$ cat src/rtl/adc_capture_if.sv
// Bundles the ADC pins, capture handshake and waveform-RAM write port of adc_capture.
// slave is the capture block's view; master is the controller/ADC/RAM side.
interface adc_capture_if #(
    parameter int DATA_W = 14,
    parameter int ADDR_W = 11,
    parameter int DIV_W  = 24
);
    logic              start;
    logic [DIV_W-1:0]  divider;
    logic [DATA_W-1:0] trig_level;
    logic [DATA_W-1:0] adc_data;
    logic              adc_clock;
    logic              wr_en;
    logic [ADDR_W-1:0] wr_addr;
    logic [DATA_W-1:0] wr_data;
    logic              busy;
    logic              done;

    modport master (
        output start, divider, trig_level, adc_data,
        input  adc_clock, wr_en, wr_addr, wr_data, busy, done
    );

    modport slave (
        input  start, divider, trig_level, adc_data,
        output adc_clock, wr_en, wr_addr, wr_data, busy, done
    );
endinterface

$ cat src/rtl/adc_capture.sv
// Divided ADC sample clock plus one fixed-length record capture into the waveform RAM.
// Define ADC_TRIGGER_EN to arm on a rising-edge level crossing before recording.
module adc_capture #(
    parameter int DATA_W = 14,
    parameter int ADDR_W = 11,
    parameter int DEPTH  = 2000,
    parameter int DIV_W  = 24
) (
    input logic          clk_400M,
    input logic          rst_n,
    adc_capture_if.slave bus
);
    localparam logic [1:0] S_IDLE = 2'd0;
    localparam logic [1:0] S_ARM  = 2'd1;
    localparam logic [1:0] S_CAPT = 2'd2;
    localparam logic [1:0] S_DONE = 2'd3;

    localparam logic [ADDR_W-1:0] LAST_ADDR = ADDR_W'(DEPTH - 1);

    logic [1:0]        state, state_nx;
    logic [DIV_W-1:0]  div_q, div_nx;
    logic [DIV_W-1:0]  cnt, cnt_nx;
    logic [DIV_W:0]    half;
    logic              adc_clk_q, adc_clk_nx;
    logic [DATA_W-1:0] smp;
    logic              smp_vld;
    logic [ADDR_W-1:0] idx;
    logic              wr_en_q;
    logic [ADDR_W-1:0] wr_addr_q;
    logic [DATA_W-1:0] wr_data_q;
    logic              accept, sample_pt, trigger, store, issue, busy_nx;

    assign accept    = (state == S_IDLE) && bus.start;
    assign sample_pt = ((state == S_ARM) || (state == S_CAPT)) && (cnt == div_q);

`ifdef ADC_TRIGGER_EN
    logic have_prev;

    // smp still holds the previous sample while the new one sits on adc_data
    assign trigger = sample_pt && (state == S_ARM) && have_prev &&
                     (smp < bus.trig_level) && (bus.adc_data >= bus.trig_level);

    always_ff @(posedge clk_400M or negedge rst_n) begin
        if (!rst_n)
            have_prev <= 1'b0;
        else if (accept)
            have_prev <= 1'b0;
        else if (sample_pt)
            have_prev <= 1'b1;
    end
`else
    logic unused_trig;
    assign unused_trig = ^bus.trig_level;
    assign trigger     = 1'b0;
`endif

    assign store = sample_pt && ((state == S_CAPT) || trigger);
    assign issue = smp_vld && (state == S_CAPT);

    always_comb begin
        state_nx = state;
        case (state)
            S_IDLE: begin
`ifdef ADC_TRIGGER_EN
                if (bus.start) state_nx = S_ARM;
`else
                if (bus.start) state_nx = S_CAPT;
`endif
            end
            S_ARM:  if (trigger) state_nx = S_CAPT;
            S_CAPT: if (wr_en_q && (wr_addr_q == LAST_ADDR)) state_nx = S_DONE;
            default: state_nx = S_IDLE;
        endcase
    end

    always_comb begin
        div_nx = div_q;
        if (accept)
            div_nx = (bus.divider == '0) ? DIV_W'(1) : bus.divider;
        busy_nx = (state_nx == S_ARM) || (state_nx == S_CAPT);
        cnt_nx  = '0;
        if (busy_nx && !accept && (cnt != div_q))
            cnt_nx = cnt + DIV_W'(1);
        // computed from next-state values so adc_clock lines up with cnt
        half       = ({1'b0, div_nx} + (DIV_W+1)'(1)) >> 1;
        adc_clk_nx = busy_nx && ({1'b0, cnt_nx} >= half);
    end

    always_ff @(posedge clk_400M or negedge rst_n) begin
        if (!rst_n) begin
            state     <= S_IDLE;
            div_q     <= DIV_W'(1);
            cnt       <= '0;
            adc_clk_q <= 1'b0;
            smp       <= '0;
            smp_vld   <= 1'b0;
            idx       <= '0;
            wr_en_q   <= 1'b0;
            wr_addr_q <= '0;
            wr_data_q <= '0;
        end else begin
            state     <= state_nx;
            div_q     <= div_nx;
            cnt       <= cnt_nx;
            adc_clk_q <= adc_clk_nx;
            smp_vld   <= store;
            wr_en_q   <= issue;
            if (sample_pt)
                smp <= bus.adc_data;
            if (issue) begin
                wr_addr_q <= idx;
                wr_data_q <= smp;
            end
            if (accept || (state == S_DONE))
                idx <= '0;
            else if (issue)
                idx <= idx + ADDR_W'(1);
        end
    end

    assign bus.adc_clock = adc_clk_q;
    assign bus.wr_en     = wr_en_q;
    assign bus.wr_addr   = wr_addr_q;
    assign bus.wr_data   = wr_data_q;
    assign bus.busy      = (state == S_ARM) || (state == S_CAPT);
    assign bus.done      = (state == S_DONE);
endmodule

$ cat src/flat_wrapper.sv
// flat-port wrapper written by rule: the top's interface ports become plain ports
module adc_capture_flat 
#(
    parameter int DATA_W = 14,
    parameter int ADDR_W = 11,
    parameter int DEPTH  = 2000,
    parameter int DIV_W  = 24
)
  (clk_400M, rst_n, bus_start, bus_divider, bus_trig_level, bus_adc_data, bus_adc_clock, bus_wr_en, bus_wr_addr, bus_wr_data, bus_busy, bus_done);
  adc_capture_if #(.DATA_W(DATA_W), .ADDR_W(ADDR_W), .DIV_W(DIV_W)) bus_i ();
  input logic clk_400M;
  input logic rst_n;
  input wire logic [$bits(bus_i.start)-1:0] bus_start;
  input wire logic [$bits(bus_i.divider)-1:0] bus_divider;
  input wire logic [$bits(bus_i.trig_level)-1:0] bus_trig_level;
  input wire logic [$bits(bus_i.adc_data)-1:0] bus_adc_data;
  output wire logic [$bits(bus_i.adc_clock)-1:0] bus_adc_clock;
  output wire logic [$bits(bus_i.wr_en)-1:0] bus_wr_en;
  output wire logic [$bits(bus_i.wr_addr)-1:0] bus_wr_addr;
  output wire logic [$bits(bus_i.wr_data)-1:0] bus_wr_data;
  output wire logic [$bits(bus_i.busy)-1:0] bus_busy;
  output wire logic [$bits(bus_i.done)-1:0] bus_done;
  assign bus_i.start = bus_start;
  assign bus_i.divider = bus_divider;
  assign bus_i.trig_level = bus_trig_level;
  assign bus_i.adc_data = bus_adc_data;
  assign bus_adc_clock = bus_i.adc_clock;
  assign bus_wr_en = bus_i.wr_en;
  assign bus_wr_addr = bus_i.wr_addr;
  assign bus_wr_data = bus_i.wr_data;
  assign bus_busy = bus_i.busy;
  assign bus_done = bus_i.done;
  adc_capture #(.DATA_W(DATA_W), .ADDR_W(ADDR_W), .DEPTH(DEPTH), .DIV_W(DIV_W)) u_core (.clk_400M(clk_400M), .rst_n(rst_n), .bus(bus_i));
endmodule
$ cat config.mk
export PLATFORM = sky130hd
export DESIGN_NAME = adc_capture_flat
export DESIGN_NICKNAME = d
export VERILOG_FILES = /design/src/rtl/adc_capture_if.sv /design/src/rtl/adc_capture.sv /design/src/flat_wrapper.sv
export SDC_FILE = /design/constraint.sdc
export NUM_CORES = 1
export LEC_CHECK = 0
export CAP_MARGIN = 20
export CELL_PAD_IN_SITES_DETAIL_PLACEMENT = 1
export CELL_PAD_IN_SITES_GLOBAL_PLACEMENT = 1
export CORE_ASPECT_RATIO = 0.5
export CORE_UTILIZATION = 45
export DETAILED_ROUTE_END_ITERATION = 12
export HOLD_SLACK_MARGIN = 0.15
export PLACE_DENSITY_LB_ADDON = 0.1
export SYNTH_ARGS = -nofsm -noshare
export SYNTH_HDL_FRONTEND = slang
export SYNTH_SLANG_ARGS = --single-unit
$ cat constraint.sdc
create_clock -name clk_400M -period 11.3 [get_ports clk_400M]
set_input_delay 3.39 -clock clk_400M [delete_from_list [all_inputs] [get_ports clk_400M]]
set_output_delay 3.39 -clock clk_400M [all_outputs]
set_load 0.1 [all_outputs]
==> flow_summary_export.csv <==
group,metric,value,unit
timing,setup_violations,0,
worst_setup_path,cp-end-kind,"flop",
floorplan,core_area,11980,µm²
grt,grt_max_degree,74,
pwr,pwr_density_cell,156.1,nW/µm²
worst_setup_path,worstPathMaxFanout,25,
yosys,synthTopCellsByCount,"nand2_1, dfrtp_1, nor2_1",
pwr,ir_worst_vdd,0.08638,mV
clocking,clkSinkCount,103,
grt,grt_pass1_vias,4600,
yosys,synth_most_common_cell,"nand2_1",
placement,portBuffers,69,
timing,fin_tns_setup,0,ns
floorplan,die_y,81.05,µm
hold_path,min_from,"u_core.smp[6]",
clocking,clkLatencyLatePin,0.35,ns
timing,hold_violations,0,
timing,min_period,8.045,ns
yosys,avgSynthCellArea,9.484,µm²
drt,drc,0,
clocking,hold_buffers,0,
worst_setup_path,crit_start,"bus_start",
worst_setup_path,worstSetupPathDepth,14,
hold_path,hold_path.class,"reg -> reg",
yosys,ys_seq_area_share,45.85,%
grt,grt_pass1_wl,24720,µm
floorplan,rows,28,
clocking,root_buffer,"clkbuf_16",
worst_setup_path,worst_path_max_delay_cell,"clkdlybuf4s50_1",
timing,worst_clock_skew,0.006106,ns
finish,n_fill_cell,1376,
timing,fin_crit_sh,71.20,%
placement,place_inst,814,
yosys,synth_fp_nets,679,
worst_setup_path,crit_family,"simple AND/OR/NAND/NOR gates",
yosys,synth_cell_type_count,47,
drt,drt_wl_total,14930,µm
worst_setup_path,crit_type,"in -> reg",
yosys,ys_seq_elements,103,
drt,post_drt_via_cell_ratio,5.314,
yosys,yosys-top-cells-area,"dfrtp_1, nand2_1, ha_1, xnor2_1, xor2_1",
timing,rsz0062_at_grt,"false",
run_status,status,"complete, no violations",
worst_setup_path,cp.arrival,8.30,ns
yosys,synth_area_leader_cell,"dfrtp_1",
floorplan,die_w,160.1,µm
drt,drt-wirelength-per-cell,17.99,µm
timing,slew_viol_final,0,
yosys,synth_top_area_share,45.38,%
yosys,syn_inst,593,
worst_setup_path,cpPeakStageDelay,0.85,ns
drt,dr.first_iter.drc_count,262,
finish,diodes,0,
yosys,synth.yosys.warnings,0,
floorplan,io_pins,84,
clocking,post_cts_resize_count,0,
clocking,cts_tree,"done",
clocking,cts.reportedPaths.clkPinSlew,0.07,ns
yosys,synthArstFlopShare,100.0,%
finish,fin_cells,830,
grt,grt_antenna_before_repair,0,
finish,nNetsFinal,746,
clocking,ctsLongestPathBuffers,2,
timing,timing.slew.headroom,30.01,%
yosys,syn_area,5624,µm²
worst_setup_path,ff2ff_path_depth,15,
timing,tightest_slew,1.047,ns
grt,grt.total_usage,24.86,%
pwr,p_leak,3.138,nW
worst_setup_path,critical_path_buf_inv_count,1,
worst_setup_path,r2r_start,"u_core.state[0]",
floorplan,initial_core_util,46.94,%
worst_setup_path,worstSetupStartpointType,"input port",
clocking,cts-htree-levels,3,
drt,dr.pass1.iters,4,
worst_setup_path,cp.required,11.56,ns
finish,multi_input_area,2898,µm²
drt,antenna_left,0,
timing,hold_slack,0.4689,ns
hold_path,hold_depth,2,
pwr,total_power,1.051,mW
finish,layout-drive-gt1-share,6.917,%
job,maxCapViolCount,0,
floorplan,dieArea,12980,µm²
worst_setup_path,path_cells,"clkdlybuf4s50_1, nand2_2, o21ai_0, ha_1, nand4_1, nor4_1, nand2_1, xor2_1, ha_1, and4_1, nand3_1, nor4_1, nand2_1, a211oi_1",
finish,regArea,2579,µm²
yosys,synth-main-ff-cell,"dfrtp_1",
yosys,synth_edf_count,0,
finish,synthToLayoutAreaGrowth,19.71,%
grt,grt_overflow,0,
placement,hpwl,10930,µm
drt,vias,4411,
clocking,cts_made_buffers,9,
placement,gp_congestion,0.8060,
clocking,cts_setup_buffers,0,
timing,timing.fmax,124.3,MHz
==> logic make-up (layout without fill, tap and decap cells) <==
| family | after synthesis | in the layout | synth area share [%] |
|---|---|---|---|
| AND/OR/NAND/NOR | 292 | 292 | 23.89 |
| flip-flops | 103 | 103 | 45.85 |
| XOR/XNOR | 78 | 78 | 12.15 |
| AO/OA/AOI/OAI | 33 | 33 | 3.560 |
| adder cells (fa/ha/maj) | 31 | 31 | 6.897 |
| buffers and inverters | 30 | 102 | 2.625 |
| multiplexers | 26 | 26 | 5.028 |
==> placed cells by master, fill, tap and decap left out, types with 2 or more instances in the layout <==
cell	netlist	layout
buf_4	1	4
and3_1	10	10
nor2_1	52	52
and4_1	5	5
xnor2_1	39	39
nand3_1	22	22
inv_6	0	2
dfrtp_1	102	102
clkbuf_16	0	9
o21a_1	4	4
ha_1	31	31
o21ai_0	12	12
nand2_1	145	145
nand4_1	18	18
nor3_1	6	6
and2_1	3	3
mux2i_1	8	8
xor2_1	39	39
mux2_2	18	18
nand4b_1	2	2
a211oi_1	2	2
inv_8	0	2
nor2b_1	3	3
nor4_1	15	15
clkdlybuf4s50_1	0	68
a21oi_1	7	7
inv_1	14	14
==> per-layer routing <==
layer | global-route usage (%) | part of all wire, % | up-vias
li1 | - | - | 2126
met4 | 4.952 | 0.56 | 0
met1 | 33.42 | 49 | 2185
met2 | 41.78 | 46 | 90
met5 | 0 | 0 | -
met3 | 5.465 | 4.7 | 10
==> stage by stage <==
stage / area [µm²] / util, % / setup slack, ns
floorplan: 5624 / - / 4.631
global placement: 6446 / 53.80 / 2.967
detailed placement: 6446 / 53.80 / 2.901
CTS: 6733 / 56.19 / 3.228
global route: 6733 / 56.19 / 2.921
finish: 6733 / 56.19 / 3.255
==> worst paths after layout <==
kind,slack [ns],endpoint
max,3.25,u_core.bus.adc_clock
min reg2reg,0.47,u_core.bus.wr_data[6]
max in group asynchronous,7.03,u_core.div_q[17]
max reg2reg,6.16,u_core.bus.adc_clock
min,0.47,u_core.bus.wr_data[6]
min in group asynchronous,2.96,u_core.bus.wr_addr[2]
==> flip-flops by register name, indices dropped and copies added, names as in the netlist <==
signal	flops
u_core.idx	11
u_core.cnt	24
u_core.smp_vld	1
u_core.bus.wr_data	14
u_core.smp	14
u_core.state	2
u_core.bus.wr_addr	11
u_core.bus.wr_en	1
u_core.div_q	24
u_core.bus.adc_clock	1
==> where the power goes <==
group	internal [mW]	leakage (nW)	switching (mW)	total, mW
clock network	0.154	0.140	0.151	0.305
registers	0.415	1.34	0.0491	0.464
logic	0.120	1.65	0.162	0.282
total	0.689	3.14	0.362	1.05
==> worst register-to-register path: stages (launching register included) <==
cell	delay (ns)
dfrtp_1	0.42
inv_1	0.11
ha_1	0.50
nand2_2	0.50
o21ai_0	0.41
ha_1	0.28
nand4_1	0.42
nor4_1	0.62
nand2_1	0.14
xor2_1	0.18
ha_1	0.29
and4_1	0.21
nand3_1	0.14
nor4_1	0.45
nand2_1	0.11
a211oi_1	0.26
==> area by class of cell <==
class / count / area share, %
clock inverters: 7 / 0.9106
repair buffers: 72 / 10.56
well taps: 165 / 3.066
flip-flops and latches: 103 / 38.30
inverters: 14 / 0.7805
clock buffers: 9 / 3.345
multi-input cells: 460 / 43.04
(Power assumes the default switching activity.)
